===== src/rtl/cnorm_bfp.sv =====
// ---------------------------------------------------------------------------
// cnorm_bfp
//
// Per-frame complex left-shift normaliser for FFT output data. Both components
// of every sample are shifted left by a shift amount that is latched once per
// frame, which keeps the block-floating-point exponent uniform across a frame.
// Overflow is detected per sample and can optionally saturate. The overflow
// flags of a frame are ORed into a sticky report that comes out with the last
// sample of the frame.
//
// Ports
//   i_clk         clock, all logic on the rising edge
//   i_rst         synchronous reset, active high
//   i_ed          enable; when low every register holds its value
//   i_start       first sample of a frame (qualified by i_ed)
//   i_shift       shift amount, sampled only on i_ed && i_start
//   i_dr, i_di    real / imaginary input sample, two's complement, IW bits
//   o_dor, o_doi  normalised real / imaginary output, OW bits
//   o_rdy         i_start delayed by one enabled cycle
//   o_ovf         per-sample overflow flag, aligned with o_dor/o_doi
//   o_frm_vld     one-cycle pulse with the output of sample NFFT-1
//   o_frm_ovf     sticky OR of o_ovf over the frame, held until the next pulse
// ---------------------------------------------------------------------------
module cnorm_bfp #(
  parameter  int IW     = 19,
  parameter  int OW     = 18,
  parameter  int MAXSH  = 3,
  parameter  int NFFT   = 64,
  parameter  int SAT_EN = 1,
  localparam int SW     = $clog2(MAXSH + 1)
) (
  input  logic                 i_clk,
  input  logic                 i_rst,
  input  logic                 i_ed,
  input  logic                 i_start,
  input  logic [SW-1:0]        i_shift,
  input  logic signed [IW-1:0] i_dr,
  input  logic signed [IW-1:0] i_di,
  output logic signed [OW-1:0] o_dor,
  output logic signed [OW-1:0] o_doi,
  output logic                 o_rdy,
  output logic                 o_ovf,
  output logic                 o_frm_vld,
  output logic                 o_frm_ovf
);

  localparam int            CW     = (NFFT > 1) ? $clog2(NFFT) : 1;
  localparam logic [CW-1:0] LAST   = CW'(NFFT - 1);
  localparam logic [SW-1:0] SH_MAX = SW'(MAXSH);

  typedef enum logic {IDLE, RUN} state_t;

  state_t        r_state;
  state_t        w_state_nxt;
  logic [CW-1:0] r_cnt;
  logic [CW-1:0] w_cnt_nxt;
  logic          r_acc;
  logic          w_acc_nxt;
  logic          w_vld_nxt;
  logic          w_frm_ovf_nxt;
  logic [SW-1:0] r_sh;
  logic [SW-1:0] w_sh_clamped;
  logic [SW-1:0] w_sh;
  logic [OW:0]   w_nr;
  logic [OW:0]   w_ni;
  logic          w_ovf;

  // Normalise one component. The shifted value is shifted back arithmetically;
  // if that does not reproduce the input, some of the top sh+1 input bits
  // differed and the shift lost the sign. Returns {ovf, output word}; the
  // output word is the top OW bits of the IW-bit result (floor truncation).
  function automatic logic [OW:0] norm(input logic signed [IW-1:0] d,
                                       input logic [SW-1:0]        sh);
    logic signed [IW-1:0] w;
    logic signed [IW-1:0] back;
    logic                 ovf;
    w    = d <<< sh;
    back = w >>> sh;
    ovf  = (back != d);
    if (ovf && (SAT_EN != 0))
      w = d[IW-1] ? {1'b1, {(IW-1){1'b0}}} : {1'b0, {(IW-1){1'b1}}};
    return {ovf, w[IW-1:IW-OW]};
  endfunction

  // Shift selection: a START sample already uses its own (clamped) SHIFT,
  // every other sample uses the value latched at the last START.
  always_comb begin
    w_sh_clamped = ({1'b0, i_shift} > {1'b0, SH_MAX}) ? SH_MAX : i_shift;
    w_sh         = i_start ? w_sh_clamped : r_sh;
    w_nr         = norm(i_dr, w_sh);
    w_ni         = norm(i_di, w_sh);
    w_ovf        = w_nr[OW] | w_ni[OW];
  end

  // Frame tracking next-state logic. START always wins, which covers both the
  // mid-frame restart and a START landing on sample NFFT-1 (the old frame's
  // pulse is simply never generated). Samples outside a frame are normalised
  // but their overflow is not accumulated.
  always_comb begin
    w_state_nxt   = r_state;
    w_cnt_nxt     = r_cnt;
    w_acc_nxt     = r_acc;
    w_vld_nxt     = 1'b0;
    w_frm_ovf_nxt = o_frm_ovf;
    if (i_start) begin
      w_state_nxt = RUN;
      w_cnt_nxt   = CW'(1);
      w_acc_nxt   = w_ovf;
    end else if (r_state == RUN) begin
      if (r_cnt == LAST) begin
        w_state_nxt   = IDLE;
        w_cnt_nxt     = '0;
        w_acc_nxt     = 1'b0;
        w_vld_nxt     = 1'b1;
        w_frm_ovf_nxt = r_acc | w_ovf;
      end else begin
        w_cnt_nxt = r_cnt + CW'(1);
        w_acc_nxt = r_acc | w_ovf;
      end
    end
  end

  // Frame state register. Only enabled cycles advance it.
  always_ff @(posedge i_clk) begin
    if (i_rst) begin
      r_state <= IDLE;
    end else if (i_ed) begin
      r_state <= w_state_nxt;
    end
  end

  // Datapath and frame bookkeeping registers. With i_ed low everything,
  // including the one-cycle pulses, holds until the next enabled cycle.
  always_ff @(posedge i_clk) begin
    if (i_rst) begin
      r_cnt     <= '0;
      r_acc     <= 1'b0;
      r_sh      <= '0;
      o_dor     <= '0;
      o_doi     <= '0;
      o_rdy     <= 1'b0;
      o_ovf     <= 1'b0;
      o_frm_vld <= 1'b0;
      o_frm_ovf <= 1'b0;
    end else if (i_ed) begin
      r_cnt     <= w_cnt_nxt;
      r_acc     <= w_acc_nxt;
      r_sh      <= w_sh;
      o_dor     <= w_nr[OW-1:0];
      o_doi     <= w_ni[OW-1:0];
      o_rdy     <= i_start;
      o_ovf     <= w_ovf;
      o_frm_vld <= w_vld_nxt;
      o_frm_ovf <= w_frm_ovf_nxt;
    end
  end

endmodule


===== config.mk =====
export PLATFORM = sky130hd
export DESIGN_NAME = cnorm_bfp
export DESIGN_NICKNAME = d
export VERILOG_FILES = /design/src/rtl/cnorm_bfp.sv
export SDC_FILE = /design/constraint.sdc
export NUM_CORES = 1
export LEC_CHECK = 0
export ABC_CLOCK_PERIOD_IN_PS = 2450
export CAP_MARGIN = 20
export CORE_MARGIN = 2
export CORE_UTILIZATION = 48
export DETAILED_ROUTE_END_ITERATION = 7
export PLACE_DENSITY = 0.78
export RECOVER_POWER = 50
export SLEW_MARGIN = 40
export SYNTH_ARGS = -nofsm -noshare
export SYNTH_HDL_FRONTEND = slang
export SYNTH_SLANG_ARGS = --single-unit

===== constraint.sdc =====
create_clock -name i_clk -period 2.45 [get_ports i_clk]
set_input_delay 0.49 -clock i_clk [delete_from_list [all_inputs] [get_ports i_clk]]
set_output_delay 0.49 -clock i_clk [all_outputs]
set_load 0.05 [all_outputs]

# After elaboration in Yosys (flattened, before gate mapping)
# Index checks and enable logic that the tools add are counted.
[word_totals]
ff_bits = 50
in_bits = 44
output_inout_bits = 40
wordCells = 41
[classes]
n_addsub = 1
n_eq_ne = 3
n_shift = 4
mux = 17
bitwise = 3
n_reduce_logical = 3
[op_table]
columns = ["op", "n"]
rows = [
  ["19-bit 2-to-1 mux", 4],
  ["19-bit inequality test", 2],
  ["19-bit by 2-bit <<< shifter with 19-bit output", 2],
  ["19-bit by 2-bit >>> shifter with 19-bit output", 2],
  ["6-bit 2-to-1 mux", 3],
  ["1-bit 2-to-1 mux", 9],
  ["6-bit by 1-bit adder with 6-bit output (second input constant)", 1],
  ["6-bit == test (second input constant)", 1],
  ["4-bit AND reduction", 1],
  ["2-bit 2-to-1 mux", 1],
  ["1-bit bitwise OR", 2],
  ["2-bit AND reduction", 1],
  ["2-bit nonzero test", 1],
  ["1-bit NOT", 1],
]

# Logic depth before layout (Yosys ltp)
# Gate-level depths: netlist (run 1).
[depth]
word_depth = 9
mapped_depth = 8
ltp_nobuf = 6

# Worst setup path after synthesis (run 1)
# No wires, ideal clock.
[synth_timing]
path_type = "input-to-reg"
startpoint = "input port i_start"
endpoint = "register o_frm_ovf"
setup_ns = 0.120
arrival_time_ns = 1.844
t_required_ns = 2.330
slack_ns = 0.486
cell_stages = 6
path_buffers = 1
path_cell_list = "buf_6 > mux2_4 > a2111o_1 > nand3_2 > o21ai_1 > o31a_1"
[synth_via]
elab_chain_cells = 6
elab_cells_between_ends = 11
cone_classes = "eq/ne: 2; shift: 4; mux: 1; bitwise: 3; reduce/logical: 1"
[synth_rtl]
columns = ["item", "line_no", "source"]
rows = [
  ["from (decl)", "35", "input logic i_start,"],
  ["2-bit 2-to-1 mux", "89", "w_sh = i_start ? w_sh_clamped : r_sh;"],
  ["19-bit by 2-bit <<< shifter with 19-bit output", "77", "w = d <<< sh;"],
  ["19-bit by 2-bit >>> shifter with 19-bit output", "78", "back = w >>> sh;"],
  ["19-bit inequality test", "79", "ovf = (back != d);"],
  ["1-bit bitwise OR", "92", "w_ovf = w_nr[OW] | w_ni[OW];"],
  ["1-bit bitwise OR", "115", "w_frm_ovf_nxt = r_acc | w_ovf;"],
  ["to (signal assigned)", "154", "o_frm_ovf <= w_frm_ovf_nxt;"],
  ["to (decl)", "44", "output logic o_frm_ovf"],
]
# Parallel ways exist; a longest one is shown, timed or not.
# A chain may end at the register's enable or synchronous reset.

# Final worst setup path (run 1)
[layout_timing]
startpoint = "input port i_start"
endpoint = "register o_doi[9]"
[layout_via]
elab_chain_cells = 5
[layout_rtl]
columns = ["item", "line_no", "source"]
rows = [
  ["2-bit 2-to-1 mux *", "89", ""],
  ["19-bit by 2-bit <<< shifter with 19-bit output", "77", ""],
  ["19-bit by 2-bit >>> shifter with 19-bit output", "78", ""],
  ["19-bit inequality test", "79", ""],
  ["19-bit 2-to-1 mux *", "80", "if (ovf && (SAT_EN != 0))"],
  ["to (signal assigned)", "150", "o_doi <= w_ni[OW-1:0];"],
  ["to (decl)", "40", "output logic signed [OW-1:0] o_doi,"],
]
# Mark *: on every way between the ends. The rest lies on a longest branch, timed or not.

==> metrics.txt, run 1 <==
Area Growth Syn to Fin=36.8%; post-route ant nets=0; fin. max-slew vios=0; TritonCTS Sinks=50; status=finished clean; final hold violation count=0; routed len/inst=14.9 um; Worst Tran Pin Value=885 ps; Cell variety after synth=between 40 and 50; via count of the first global-routing pass=2,698; Synth Area in Compound Gates=a little over a fifth; post-DP HPWL=5600 um; GR Util All Layers=23.3%; slew margin rel.=41.0%; Final GP Congestion=0.878; clk_skew=between 3 and 4 ps; Die X=81.9 um; adder-cell area share of the yosys netlist=0.430%; CP startpoint kind=input pin; largest net degree at the start of global routing=28; largest family of logic cells by synthesized area=compound AO/OA/AOI/OAI gates; sequential-to-total area share from yosys stat=roughly 34%; most common flop cell mapped by yosys=dfxtp_1; DRT Pass-1 Iters=4; Crit. End Element=register; global-route wire length before repair=roughly 12,000 um; DRC Markers=0; number of buffers created by CTS=5; I/O pin total=84; Post-CTS Setup Inserts=0; final instance area=between 3000 and 4000 um2; setup tns final=0 ps; die area=6700 um2; Die Y=81.9 um; simple-gate share of the synthesized area=between 10% and 20%; DR iter-0 viols=115; Detailed Route WL=7720 um; Cell Count, Final, Fillers Out=roughly 520; Cells after Synth=360; Synth warnings=0; CP max FO=9; Placed Instance Area=3920 um2; global route overflow=0; Skew-Pair Late Insertion Delay=roughly 290 ps; Leak Pwr=1.69 nW; Layout Nets=roughly 500; TritonCTS clock tree=built; Post-synth EDFFs=0; max frequency=435 MHz; xor and xnor area share after synthesis=less than 1%; Post-Syn Area=between 2000 and 3000 um2; post-cts gate resize count=0; Avg Inst Size Synth=8.09 um2; R2R Path Start=r_sh[0]; post-synthesis mux area share=17.8%; starting density of the core=49.5%; Longest Clk Path Bufs=2; cells on worst reg2reg path=6; MaxCap Viol Count=0; CORE AREA=between 5000 and 6000 um2; Min-Delay Startpoint=o_rdy; CP required=2660 ps; PwrDens=between 500 and 600 nW/um2; diode count=0; Post-CTS Hold Fix Bufs=0; FF-to-FF setup slack=730 ps; min cycle time layout=around 2300 ps; Post-Synthesis Net Count=405; initial antenna violation count=0; placed insts=just over 500; Final setup viols=0; WHS Endpoint=o_rdy; hold depth=2; worst hold path class=reg2reg; flops & latches, synth=50; H-tree depth=2; # port buffers=83; std cell rows=28; routed vias/inst=5.63; Final Cycle Share=93.8%; Reg clk slew, reported paths=roughly 90 ps; RSZ-0062 raised after global routing=false; share of layout cells above drive strength 1=8.13%; Post-synth ARST share=0%; Root Buffer=clkbuf_8; DR vias=2,917; maximum vdd drop=0.000297 V; Power Total=about 0.0022 W; Worst EP arrival=2510 ps; WHS=475 ps; worst r2r dst=o_doi[9]; Setup CP Type=in2reg
[report_power, final]
| group | switching (W) | internal [W] | total [W] | leakage (nW) |
|---|---|---|---|---|
| Sequential | 0.0000346 | 0.000873 | 0.000908 | 0.413 |
| Combinational | 0.000472 | 0.000319 | 0.000791 | 1.23 |
| Clock | 0.000254 | 0.000218 | 0.000472 | 0.0431 |
| Total | 0.000760 | 0.00141 | 0.00217 | 1.69 |
[synth_stat cells, types with 2 or more instances]
master     count  area (um2)
nand3_1        9        45.0
a21oi_1       14        70.1
buf_2          3        15.0
o211ai_1       2        15.0
nand2_1       49         184
inv_1          5        18.8
dfxtp_1       50        1000
o21ai_0       21         105
buf_4          3        22.5
buf_1          3        11.3
a2bb2oi_1      2        17.5
nor2_1        46         173
buf_6          5        56.3
a211oi_1      16         120
clkbuf_1      13        48.8
o2111ai_1      2        17.5
a31oi_1       17         106
mux2i_1       48         480
nand4_1        2        12.5
nor3_1        21         105
[through the flow]
step / worst slack (ps) / utilization, %
after CTS: 153 / 67.9
after global routing: 44.5 / 67.7
after floorplan: 486 / -
after global placement: -80.9 / 66.5
after detailed placement: -158 / 66.5
final: 151 / 67.7
[critical path: stages]
cell and delay (ps):
clkdlybuf4s50_1 660, mux2_4 370, a2111o_1 420, nand3_2 110, buf_4 170, a31oi_1 90
nor3_1 210
[cell type report]
type / instances / area (um2)
Clock buffer: 6 / 82.6
Fill cell: 482 / 1900
Inverter: 6 / 22.5
Multi-Input combinational cell: 275 / 1720
Sequential cell: 50 / 1000
Tap cell: 75 / 93.8
Timing Repair Buffer: 106 / 1060
[registers in the layout, summed over array words and instances (netlist names)]
signal	count
o_doi	18
o_dor	18
r_cnt	6
r_sh	2
o_frm_ovf	1
o_frm_vld	1
o_ovf	1
o_rdy	1
r_acc	1
r_state	1
[routing by layer]
layer	up-vias	part of all wire, %	track usage (%)
met2	94	51	41.5
met3	4	5.7	4.29
met5	-	0	0
li1	1459	-	-
met1	1360	43	28.8
met4	0	0.82	6.33
[cells in the final DEF (no fill, tap or decap), drive strengths merged, types with 2 or more instances in the layout]
cell type / synthesis / layout
o2111ai: 2 / 2
inv: 5 / 5
nor3: 21 / 21
dlygate4sd3: 0 / 32
a31oi: 18 / 18
dfxtp: 50 / 50
nand3: 10 / 10
o21ai: 22 / 22
nor2: 46 / 46
nand4: 2 / 2
o211ai: 2 / 2
clkbuf: 14 / 11
a21oi: 14 / 14
buf: 15 / 20
nand2: 49 / 49
a2bb2oi: 2 / 2
a211oi: 17 / 17
mux2i: 49 / 49
clkdlybuf4s50: 0 / 49
[worst max path at each step]
stage,slack [ps],end,cells after the start,startpoint
3_5_place_dp,-160,o_doi[16],7,i_start
2_1_floorplan,490,o_frm_ovf,6,i_start
3_3_place_gp,-80,o_doi[10],7,i_start
6_report,150,o_doi[9],7,i_start
5_1_grt,40,o_doi[11],5,i_ed
4_1_cts,150,o_doi[16],7,i_start
[cells by family after synthesis]
group,Yosys count
XOR/XNOR,1
buffers and inverters,35
adder cells (fa/ha/maj),1
AND/OR/NAND/NOR,134
AO/OA/AOI/OAI,89
multiplexers,50
flip-flops,50
No activity file was read; power rests on OpenSTA's default activity.
==> inputs of run 2 (changes only) <==
--- a/config.mk
+++ b/config.mk
@@ -5,12 +5,12 @@
 export SDC_FILE = /design/constraint.sdc
 export NUM_CORES = 1
 export LEC_CHECK = 0
-export ABC_CLOCK_PERIOD_IN_PS = 2450
+export ABC_CLOCK_PERIOD_IN_PS = 2700
 export CAP_MARGIN = 20
 export CORE_MARGIN = 2
-export CORE_UTILIZATION = 48
+export CORE_UTILIZATION = 52
 export DETAILED_ROUTE_END_ITERATION = 7
-export PLACE_DENSITY = 0.78
+export PLACE_DENSITY = 0.83
 export RECOVER_POWER = 50
 export SLEW_MARGIN = 40
 export SYNTH_ARGS = -nofsm -noshare
==> constraint.sdc (replaced) <==
create_clock -name i_clk -period 2.7 [get_ports i_clk]
set_input_delay 0.54 -clock i_clk [delete_from_list [all_inputs] [get_ports i_clk]]
set_output_delay 0.54 -clock i_clk [all_outputs]
set_load 0.05 [all_outputs]
==> run 2 against run 1 <==
  * Cell count decreased by 1.7%
  * Worst hold slack got worse by 10 ps
  * Count of clock-buffer cells in the layout unchanged
  * Sequential power decreased by 9.4%
  * First-iteration DRC count increased by 22%
  * Highest routed layer unchanged
==> metrics.txt, run 2 (synthesis results as in run 1) <==
status=finished clean; Setup CP Type=in2reg; maximum vdd drop=0.000294 V (-0.81%); GR Util All Layers=23.9% (+0.60 points); PwrDens=502 nW/um2 (-7.9%); Longest Clk Path Bufs=2 (unchanged); share of layout cells above drive strength 1=7.32% (-0.80 points); Worst Setup Slack, final=263 ps (+111 ps); I/O pin total=84 (unchanged); Worst EP arrival=2550 ps (+40 ps); CORE AREA=5470 um2 (-7.0%); Root Buffer=clkbuf_8; pre-CTS WS=1.90 ps (+160 ps); Die Y=78.8 um (-3.7%); most common cell after layout, fill and taps aside=dfxtp_1; most frequent cells in the layout=dfxtp_1 (50), nand2_1 (49), mux2i_1 (47), clkdlybuf4s50_1 (47), nor2_1 (46); global route overflow=0 (unchanged); Reg clk slew, reported paths=80 ps (about the same); met1 GRT Util=30.8% (+2.1 points); slew margin rel.=1.11% (-40 points); Placed Instance Area=3820 um2 (-2.5%); # port buffers=83 (unchanged); Detailed Route WL=7510 um (-2.7%); Reg area=1000 um2 (unchanged); initial antenna violation count=0 (unchanged); number of buffers created by CTS=5 (unchanged); DRT Pass-1 Iters=4 (unchanged); routed len/inst=14.8 um (-0.94%); starting density of the core=53.2% (+3.7 points); post-route ant nets=0 (unchanged); Crit. End Element=register; Final Cycle Share=about nine tenths; Post-CTS Setup Inserts=0 (unchanged); MaxCap Viol Count=0 (unchanged); setup tns final=0 ps (unchanged); CP required=2820 ps (+160 ps); max frequency=410 MHz; clk_skew=6.91 ps (+3.58 ps); post-cts gate resize count=0 (unchanged); post-DP HPWL=5500 um (-1.9%); Area Growth Syn to Fin=33.6%; CP startpoint kind=input pin; Worst Tran Pin Value=1480 ps (+599 ps); Cell Count, Final, Fillers Out=509 (-1.7%); CP max FO=17 (+8); final instance area=3890 um2 (-2.3%); Filler Cell Count=443 (-8.1%); H-tree depth=2 (unchanged); largest net degree at the start of global routing=33 (+18%); Leak Pwr=1.65 nW (-2.2%); fin. max-slew vios=0 (unchanged); Layout Nets=483 (-1.2%); Final setup viols=0 (unchanged); GR Util met2=40.9% (-0.61 points); top flop regs=o_doi: 18 flops, o_dor: 18 flops, r_cnt: 6 flops; TritonCTS clock tree=built; std cell rows=27 (-3.6%); Post-CTS Hold Fix Bufs=0 (unchanged); Multi-input gate area=1720 um2 (unchanged); global-route wire length before repair=12,200 um (-0.90%); RSZ-0062 raised after global routing=false; DR vias=2,930 (+0.45%); diode count=0 (unchanged); Most Used Layer, Global Route=met2; via count of the first global-routing pass=2,661 (-1.4%); DR iter-0 viols=140 (+22%); die area=6210 um2 (-7.3%); min cycle time layout=2440 ps; worst hold path class=reg2reg; final hold violation count=0 (unchanged); routed vias/inst=5.76 (+2.2%); Final GP Congestion=0.862 (-1.8%); met3 Track Usage GR=4.55% (+0.26 points); placed insts=503 (-1.8%); DRC Markers=0 (unchanged); Skew-Pair Late Insertion Delay=300 ps (about the same); TritonCTS Sinks=50 (unchanged); Die X=78.8 um (-3.7%)
[run 2: metal layers]
layer	part of all wire [%]	vias to the layer above
met2	50	83
met3	4.5	10
li1	-	1452
met4	1.2	0
met5	0	-
met1	44	1385
[run 2: layout make-up]
type	instances	share of cell area, %
flip-flops and latches	50	25.7
clock buffers	6	2.12
inverters	6	0.579
repair buffers	100	25.1
multi-input cells	275	44.1
well taps	72	2.32
[run 2: worst paths after layout]
check,cells past startpoint,from,endpoint,slack (ps)
hold reg to reg,2,o_frm_vld,o_frm_vld,470
hold / removal,2,o_frm_vld,o_frm_vld,470
setup / recovery,7,i_start,o_dor[12],260
setup reg to reg,6,r_sh[1],o_dor[12],940
[run 2: metrics by stage]
step | utilization, % | total power (W) | hold slack (ps)
2_1_floorplan | - | 0.00130 | 448
3_5_place_dp | 69.8 | 0.00155 | 455
4_1_cts | 71.3 | 0.00198 | 468
6_report | 71.1 | 0.00195 | 465
3_3_place_gp | 69.8 | 0.00154 | 454
5_1_grt | 71.1 | 0.00204 | 496
[run 2: where the power goes]
part           switching [W]  internal, W  total (W)
clock network       0.000236     0.000198   0.000434
logic               0.000424     0.000271   0.000695
registers          0.0000309     0.000792   0.000823
[run 2: critical path, cell delays in order]
cell	delay [ps]
clkdlybuf4s50_1	650
mux2i_4	400
buf_4	340
mux2i_1	330
mux2i_1	110
o21ai_0	90
a211oi_1	100
